<file path="config.mk">
export PLATFORM = sky130hd
export DESIGN_NAME = vga_sync_decoder
export DESIGN_NICKNAME = d
export VERILOG_FILES = /design/src/rtl/vga_sync_decoder.sv
export SDC_FILE = /design/constraint.sdc
export NUM_CORES = 1
export LEC_CHECK = 0
export BUFFER_PORTS_ARGS = -buffer_cell sky130_fd_sc_hd__buf_2
export CAP_MARGIN = 0
export CORE_ASPECT_RATIO = 1.1
export CORE_UTILIZATION = 50
export CTS_BUF_LIST = sky130_fd_sc_hd__clkbuf_16
export DETAILED_ROUTE_END_ITERATION = 8
export PLACE_DENSITY = 0.68
export SYNTH_ARGS = -nofsm -noshare
export SYNTH_HDL_FRONTEND = slang
export SYNTH_SLANG_ARGS = --single-unit
</file>
<file path="constraint.sdc">
create_clock -name CLK -period 2.3 [get_ports CLK]
set_input_delay 0.46 -clock CLK [delete_from_list [all_inputs] [get_ports CLK]]
set_output_delay 0.46 -clock CLK [all_outputs]
set_load 0.02 [all_outputs]
</file>
<file path="src/rtl/vga_sync_decoder.sv">
// VGA sync receiver: recovers HPOS/VPOS from incoming HSYNC/VSYNC pulses,
// measures line/frame timing and reports lock once it is stable.
//
// state    | meaning
// ---------+--------------------------------------------------------------
// SEARCH   | waiting for the first frame boundary
// MEASURE  | one full frame observed to capture reference line/frame size
// CHECK    | counting consecutive frames that match the references
// LOCKED   | timing stable; LINE_LEN/FRAME_LINES valid, ACTIVE enabled
module vga_sync_decoder #(
    parameter int HDAT_BEGIN  = 143,
    parameter int HDAT_END    = 783,
    parameter int VDAT_BEGIN  = 34,
    parameter int VDAT_END    = 514,
    parameter int LOCK_FRAMES = 2
) (
    input  logic       CLK,
    input  logic       RST,
    input  logic       HSYNC,
    input  logic       VSYNC,
    output logic [9:0] HPOS,
    output logic [9:0] VPOS,
    output logic       ACTIVE,
    output logic       LOCKED,
    output logic [9:0] LINE_LEN,
    output logic [9:0] FRAME_LINES,
    output logic       ERR
);

    typedef enum logic [1:0] {
        ST_SEARCH  = 2'd0,
        ST_MEASURE = 2'd1,
        ST_CHECK   = 2'd2,
        ST_LOCKED  = 2'd3
    } state_t;

    localparam logic [9:0] POS_MAX = 10'd1023;
    localparam logic [9:0] H_BEG   = 10'(HDAT_BEGIN);
    localparam logic [9:0] H_END   = 10'(HDAT_END);
    localparam logic [9:0] V_BEG   = 10'(VDAT_BEGIN);
    localparam logic [9:0] V_END   = 10'(VDAT_END);
    localparam logic [3:0] LOCK_N  = 4'(LOCK_FRAMES);

    state_t     state_q, state_d;
    logic       hs_s1_q, hs_s2_q, hs_s3_q, hs_s1_d, hs_s2_d, hs_s3_d;
    logic       vs_s1_q, vs_s2_q, vs_s3_q, vs_s1_d, vs_s2_d, vs_s3_d;
    logic [9:0] hpos_q, hpos_d;
    logic [9:0] vpos_q, vpos_d;
    logic       vs_pend_q, vs_pend_d;
    logic [9:0] ref_line_q, ref_line_d;
    logic [9:0] ref_frame_q, ref_frame_d;
    logic [9:0] first_line_q, first_line_d;
    logic       first_pend_q, first_pend_d;
    logic       mism_q, mism_d;
    logic [3:0] match_q, match_d;
    logic       err_q, err_d;

    logic       hs_fall, vs_fall, boundary, timeout;
    logic       line_ok, frame_ok;
    logic [9:0] first_eff;

    always_comb begin
        hs_s1_d = HSYNC;
        hs_s2_d = hs_s1_q;
        hs_s3_d = hs_s2_q;
        vs_s1_d = VSYNC;
        vs_s2_d = vs_s1_q;
        vs_s3_d = vs_s2_q;

        hs_fall  = hs_s3_q & ~hs_s2_q;
        vs_fall  = vs_s3_q & ~vs_s2_q;
        boundary = hs_fall & (vs_pend_q | vs_fall);
        timeout  = (hpos_q == POS_MAX) || (vpos_q == POS_MAX);

        // hpos_q/vpos_q at an hsync fall are the just-finished line/frame sizes
        line_ok   = (hpos_q == ref_line_q);
        frame_ok  = !mism_q && line_ok && (vpos_q == ref_frame_q);
        first_eff = first_pend_q ? hpos_q : first_line_q;

        hpos_d = hs_fall ? 10'd0 : ((hpos_q == POS_MAX) ? POS_MAX : hpos_q + 10'd1);

        vpos_d = vpos_q;
        if (boundary) begin
            vpos_d = 10'd0;
        end else if (hs_fall && (vpos_q != POS_MAX)) begin
            vpos_d = vpos_q + 10'd1;
        end

        vs_pend_d = boundary ? 1'b0 : (vs_fall | vs_pend_q);

        mism_d       = mism_q;
        first_line_d = first_line_q;
        first_pend_d = first_pend_q;
        if (boundary) begin
            mism_d       = 1'b0;
            first_pend_d = 1'b1;
        end else if (hs_fall) begin
            if (!line_ok) begin
                mism_d = 1'b1;
            end
            if (first_pend_q) begin
                first_line_d = hpos_q;
                first_pend_d = 1'b0;
            end
        end

        state_d     = state_q;
        ref_line_d  = ref_line_q;
        ref_frame_d = ref_frame_q;
        match_d     = match_q;
        err_d       = 1'b0;

        if (timeout) begin
            state_d = ST_SEARCH;
            err_d   = (state_q != ST_SEARCH);
        end else if (boundary) begin
            unique case (state_q)
                ST_SEARCH: begin
                    state_d = ST_MEASURE;
                end
                ST_MEASURE: begin
                    ref_line_d  = first_eff;
                    ref_frame_d = vpos_q;
                    match_d     = 4'd0;
                    state_d     = ST_CHECK;
                end
                ST_CHECK: begin
                    if (frame_ok) begin
                        match_d = match_q + 4'd1;
                        if (match_q + 4'd1 == LOCK_N) begin
                            state_d = ST_LOCKED;
                        end
                    end else begin
                        ref_line_d  = first_eff;
                        ref_frame_d = vpos_q;
                        match_d     = 4'd0;
                    end
                end
                ST_LOCKED: begin
                    if (!frame_ok) begin
                        state_d = ST_SEARCH;
                        err_d   = 1'b1;
                    end
                end
                default: state_d = ST_SEARCH;
            endcase
        end
    end

    always_ff @(posedge CLK) begin
        if (RST) begin
            state_q      <= ST_SEARCH;
            hs_s1_q      <= 1'b1;
            hs_s2_q      <= 1'b1;
            hs_s3_q      <= 1'b1;
            vs_s1_q      <= 1'b1;
            vs_s2_q      <= 1'b1;
            vs_s3_q      <= 1'b1;
            hpos_q       <= 10'd0;
            vpos_q       <= 10'd0;
            vs_pend_q    <= 1'b0;
            ref_line_q   <= 10'd0;
            ref_frame_q  <= 10'd0;
            first_line_q <= 10'd0;
            first_pend_q <= 1'b0;
            mism_q       <= 1'b0;
            match_q      <= 4'd0;
            err_q        <= 1'b0;
        end else begin
            state_q      <= state_d;
            hs_s1_q      <= hs_s1_d;
            hs_s2_q      <= hs_s2_d;
            hs_s3_q      <= hs_s3_d;
            vs_s1_q      <= vs_s1_d;
            vs_s2_q      <= vs_s2_d;
            vs_s3_q      <= vs_s3_d;
            hpos_q       <= hpos_d;
            vpos_q       <= vpos_d;
            vs_pend_q    <= vs_pend_d;
            ref_line_q   <= ref_line_d;
            ref_frame_q  <= ref_frame_d;
            first_line_q <= first_line_d;
            first_pend_q <= first_pend_d;
            mism_q       <= mism_d;
            match_q      <= match_d;
            err_q        <= err_d;
        end
    end

    assign HPOS        = hpos_q;
    assign VPOS        = vpos_q;
    assign LOCKED      = (state_q == ST_LOCKED);
    assign ERR         = err_q;
    assign LINE_LEN    = LOCKED ? ref_line_q : 10'd0;
    assign FRAME_LINES = LOCKED ? ref_frame_q : 10'd0;
    assign ACTIVE      = LOCKED && (hpos_q >= H_BEG) && (hpos_q < H_END)
                         && (vpos_q >= V_BEG) && (vpos_q < V_END);

endmodule

</file>
=== After elaboration in Yosys (flattened, before gate mapping) ===
Cells that the tools add are included.

* RAM bits: 0
* Latch bits: 0
* Output and inout port bits: 43
* Flip-flop bits (word level): 66
* Bits of input ports: 4
* Logic and storage cells: 87
* Memories kept: 0
* Memory bits (read-only): 0

* Shift operators: 0
* $add $sub $neg: 3
* Equal/unequal tests: 13
* Muxes and demuxes: 20
* Reduce and logical (&&, ||, !) cells: 21
* Magnitude comparators: 4
* Multiply operators: 0
* Bitwise logic cells: 9
* Divide/modulo/power cells: 0

{| class="wikitable"
|+ Operators by type and width
! operator !! number
|-
| 10-bit two-way mux || 6
|-
| 10-bit case mux with 2 select lines || 2
|-
| 10-bit by 1-bit adder with 10-bit output (second input constant) || 2
|-
| 10-bit == test || 2
|-
| 10-bit == test (second input constant) || 2
|-
| 10-bit less-than comparator (second input constant) || 2
|-
| 10-bit by 6-bit >= comparator with 1-bit output (second input constant) || 1
|-
| 10-bit by 8-bit >= comparator with 1-bit output (second input constant) || 1
|-
| 10-bit != test (second input constant) || 1
|-
| 2-bit != test (second input constant) || 4
|-
| 2-bit case mux with 4 select lines || 1
|-
| 4-bit case mux with 2 select lines || 1
|-
| 4-bit AND reduction || 2
|-
| 1-bit logical AND || 7
|-
| 1-bit two-way mux || 6
|-
| 2-bit two-way mux || 3
|-
| 2-bit nonzero test || 3
|-
| 2-bit OR reduction || 3
|-
| 1-bit NOT || 5
|-
| 4-bit by 1-bit adder with 4-bit output (second input constant) || 1
|-
| 2-bit == test (second input constant) || 2
|-
| 4-bit by 2-bit == test with 1-bit output (second input constant) || 1
|-
| 4-bit two-way mux || 1
|-
| 2-bit AND reduction || 2
|-
| other kinds (7) || 9
|}

=== Depth between registers and ports, before layout ===
* Depth in word-level cells: 7
* Gate-level depth with buffers: 9
* Gate-level depth less buffers: 7

=== Least setup slack after synthesis ===
No wires, ideal clock.

* Kind: register to register
* Start point: register hpos_q[0] (netlist: HPOS[0])
* End point: register ref_frame_q[1]
* Stages on the path, launching flop included: 10
* Setup time: 128 ps
* Period minus slack after synthesis: 2151 ps
* Path buffers: 2
* Required time: 2172 ps
* Arrival time: 2024 ps
* Setup slack: 149 ps
* Cell sequence: dfxtp_1 ha_1 nand3_2 or3_1 buf_2 nand4_4 a31oi_1 buf_4 mux2i_1 nor2_1

* Longest elaborated chain between the ends: 5
* Elaborated cells between the ends (all ways): 8
* Those cells by class: eq/ne (3); bitwise (1); reduce/logical (4)

{| class="wikitable"
|+ Ends and longest elaborated chain
! item !! line !! RTL
|-
| start, declared || 47 || <nowiki>logic [9:0] hpos_q, hpos_d;</nowiki>
|-
| start signal, assigned || 177 || <nowiki>hpos_q <= hpos_d;</nowiki>
|-
| 10-bit == test || 76 || <nowiki>line_ok = (hpos_q == ref_line_q);</nowiki>
|-
| 1-bit logical AND (2 in series) || 77 || <nowiki>frame_ok = !mism_q && line_ok && (vpos_q == ref_frame_q);</nowiki>
|-
| 2-bit != test (no line) || n/a ||
|-
| 4-bit AND reduction (no line) (*) || n/a ||
|-
| end signal, assigned || 181 || <nowiki>ref_frame_q <= ref_frame_d;</nowiki>
|-
| end, declared || 51 || <nowiki>logic [9:0] ref_frame_q, ref_frame_d;</nowiki>
|}

Every way passes the cells marked *; elsewhere a longest branch is shown, timed or not.
A chain may end at the register's enable or synchronous reset.

=== Worst setup path in the final report ===
* Start point: register vpos_q[4] (netlist: VPOS[4])
* End point: output ACTIVE

* Longest elaborated chain between the ends: 3
* Elaborated cells between the ends (all ways): 4
* Those cells by class: order compare (2); reduce/logical (2)

{| class="wikitable"
|+ Ends and longest elaborated chain
! item !! line !! RTL
|-
| start, declared || 48 || <nowiki>logic [9:0] vpos_q, vpos_d;</nowiki>
|-
| start signal, assigned || 178 || <nowiki>vpos_q <= vpos_d;</nowiki>
|-
| 10-bit by 6-bit >= comparator with 1-bit output || 197 || <nowiki>&& (vpos_q >= V_BEG) && (vpos_q < V_END);</nowiki>
|-
| 1-bit logical AND || 197 ||
|-
| 1-bit logical AND (*) || 197 ||
|-
| end, declared || 23 || <nowiki>output logic ACTIVE,</nowiki>
|}

Marked as above.

==> reports/summary.md <==
The flow ran to the end, and the final reports show no timing, DRC or antenna violations. The tools report the peak supply drop as 0.000397 V. The leading register cell type out of synthesis was dfxtp_1. The initial antenna violation count was 0; the sink count of the clock tree was 66.

Commonest non-fill, non-tap cell in the layout: dfxtp_1. The wire length on met1 is 3.22 mm, and the starting DRC count in detailed routing is 182. The worst setup path is of the flop to output port kind. After clock tree synthesis, the clock-pin slew on the worst setup and hold paths is 50 ps. Entering global routing, the biggest net connects 25 pins. TritonCTS built the clock tree. The final routed wire length divided by cell count came out at 14.1 um.

By area the synthesized netlist is led by dfxtp_1 (40%), mux2i_1 (9.4%), nor2_1 (6.2%), xor2_1 (4.8%), xnor2_1 (4.3%). The synthesis warning total is 0, and the pin slew with the least headroom to its limit is 484 ps. The via count of the first global-routing pass is 2372, and the port buffer count is 46. Setup repair after global routing could not meet its margin everywhere. The shortest clock period the worst path allows after layout came out at 2270 ps. The tools report the netlist area before placement as 3290 um^2. Number of H-tree levels: 3. The number of enable-type register cells in the synthesized netlist is 0, and the final setup TNS is 0 ps.

The count of buffers added by post-CTS timing repair for setup came out at 0. Power density relative to cell area: 630 nW/um^2. The area of the placeable core came out at 6270 um^2. The number of non-filler instances in the completed layout is 497. The async set-reset flop share out of synthesis works out to 0. The maximum fanout along the worst path is 8.

In this run the clock root is driven by a clkbuf_16. The die is 87.0 um tall. Flip-flop and latch count after synthesis: 66. The biggest area contributor in the post-synthesis netlist is dfxtp_1.

Yosys mapped the design onto 47 distinct sky130hd cell types. The number of antenna-violating nets in the routed design is 0. Hold timing on the final database bottoms out at a slack of 314 ps. After technology mapping, the gate count stands at 367. The met3 routed wirelength was 343 um; the number of antenna cells inserted was 0.

In this run the count of I/O pins placed on the die edge is 47. The run gives 3.30 mm as the met2 layer wire length in the routed design. From left edge to right edge, the die measures 79.3 um. After detailed routing, the total wire length is 6.99 mm. The largest clock skew in the final design was 5.20 ps.

Number of buffers between clock root and the deepest sink: 2. In the layout the commonest cells are dfxtp_1 (61), nor2_1 (54), buf_2 (45). The uppermost metal layer occupied by signal nets is met4.

The proportion of netlist area held by the largest area contributor was 0.402; the area added between synthesis and finish was 18.6%. After detailed routing, the number of vias per cell comes to 5.36. Max-cap violations in this run came to 0.

Timing would allow up to 0.441 GHz. Detailed placement finished with a half-perimeter wire length of 4.94 mm. Before antenna repair, the detailed router went through 4 iterations. The logs give 6900 um^2 for the area of the die and 0.622 for the utilization of the core after routing. Nature of the critical path endpoint: an output port.

The post-synthesis sequential area ratio is 0.402, and the global-route wire length before repair is 11.6 mm. The category of the worst setup path launch point was a flop. Global routing finished with a remaining overflow of 0. The number of nets in the synthesized netlist is 380. The final period utilization is 0.986, and the placer's final routability congestion estimate is 0.786. The net total in the final layout was 425; the required time reported for the critical path endpoint was 1840 ps. For the worst path arrival time, the log shows 1810 ps. The run gives 0 as the hold violation count in the final report.

The routed via count is 2662. Averaged over all synthesized cells, the footprint is 8.96 um^2. Setup violations remaining at the end of the flow were counted as 0.

The count of standard-cell rows was 30; the share of post-route cells with drive strength above 1 was 0.230. For the max-slew violation total from the final report, the log shows 0. The clock latency on the worst-skew pair is 330 ps, and the TritonCTS buffer count is 9. The normalized max-slew margin is 0.675, and the number of placed instances, taps included is 481.

The path type of the worst min-delay path is primary input to flop. The overall routing resource usage was 0.222. For this design the static power due to leakage is 1.59 nW.

In the routed design, unresolved DRC markers number 0. Starting density of the core: 0.524.
==> critical path, cell delays in order (launching register included) <==
cell,delay (ps)
dfxtp_4,370
or4_4,530
o21ai_2,120
a21oi_1,80
a21oi_2,160
nor2_1,70
buf_4,150
==> per-layer routing <==
| metal | GRT usage | vias up |
|---|---|---|
| met5 | 0 | - |
| met4 | 0.0975 | 0 |
| met3 | 0.0503 | 10 |
| met2 | 0.361 | 76 |
| met1 | 0.282 | 1229 |
| li1 | - | 1347 |
==> flip-flops by register name (all words and copies together), names as in the netlist <==
register	cells
state_q	2
HPOS	10
ref_line_q	10
first_line_q	10
vs_pend_q	1
ref_frame_q	10
VPOS	10
ERR	1
first_pend_q	1
vs_s1_q	1
hs_s3_q	1
match_q	4
hs_s1_q	1
hs_s2_q	1
vs_s3_q	1
mism_q	1
vs_s2_q	1
==> kinds of logic (layout without fill, tap and decap cells) <==
logic type	count (synthesis)	after routing	share of synthesized area
AOI/OAI and AO/OA	47	47	0.0982
xor gates and xnor gates	34	34	0.0906
adders and majority gates	9	9	0.0343
buffers and inverters	37	87	0.0495
DFF	66	66	0.402
muxes	31	31	0.0944
and+or+nand+nor	143	143	0.231
==> final timing paths <==
check                             from                      end  slack, ps  depth (start not counted)
setup / recovery  VPOS[4]$_SDFFE_PP0P_                   ACTIVE         30                          6
hold / removal                   HSYNC       hs_s1_q$_SDFF_PP1_        310                          2
setup reg to reg    HPOS[3]$_SDFF_PP0_  match_q[0]$_SDFFE_PP0P_        190                          6
hold reg to reg     hs_s1_q$_SDFF_PP1_       hs_s2_q$_SDFF_PP1_        410                          1
==> power by group <==
part           switching (W)  internal (W)
registers          0.0000127       0.00116
logic              0.0000724     0.0000418
clock network       0.000467      0.000705
total               0.000552       0.00190
==> Yosys cell counts, drive strengths merged, types with 2 or more instances <==
| cell | number |
|---|---|
| and3 | 3 |
| nand2b | 3 |
| xnor2 | 16 |
| o21ai | 5 |
| nand4 | 6 |
| buf | 16 |
| nor3 | 7 |
| nor2 | 54 |
| and2 | 21 |
| clkbuf | 11 |
| ha | 9 |
| dfxtp | 66 |
| nor4 | 4 |
| inv | 9 |
| or4 | 2 |
| xor2 | 18 |
| nand3 | 14 |
| or3 | 4 |
| and4 | 2 |
| a31o | 3 |
| nand2 | 12 |
| a21oi | 18 |
| a31oi | 2 |
| or2 | 6 |
| a211oi | 11 |
| mux2i | 31 |
==> metrics by stage <==
| stage | power, W | area (um^2) | setup slack (ps) |
|---|---|---|---|
| 2_1_floorplan | 0.00127 | 3290 | 149 |
| 3_3_place_gp | 0.00131 | 3620 | 129 |
| 3_5_place_dp | 0.00131 | 3620 | 130 |
| 4_1_cts | 0.00248 | 3890 | 1.01 |
| 5_1_grt | 0.00253 | 3900 | -41.8 |
| 6_report | 0.00246 | 3900 | 33.1 |
==> area by class of cell <==
cell class | count | area (um^2)
Clock buffer | 9 | 225
Clock inverter | 7 | 28.8
Fill cell | 562 | 2370
Inverter | 10 | 37.5
Multi-Input combinational cell | 264 | 1830
Sequential cell | 66 | 1330
Tap cell | 80 | 100
Timing Repair Buffer | 61 | 345
==> repair_timing <==
item,in CTS,in global routing
hold buffers,0,0
setup endpoints to repair,1,5
pin swaps,0,1
resized for setup,8,4
No activity file was read; power rests on OpenSTA's default activity.
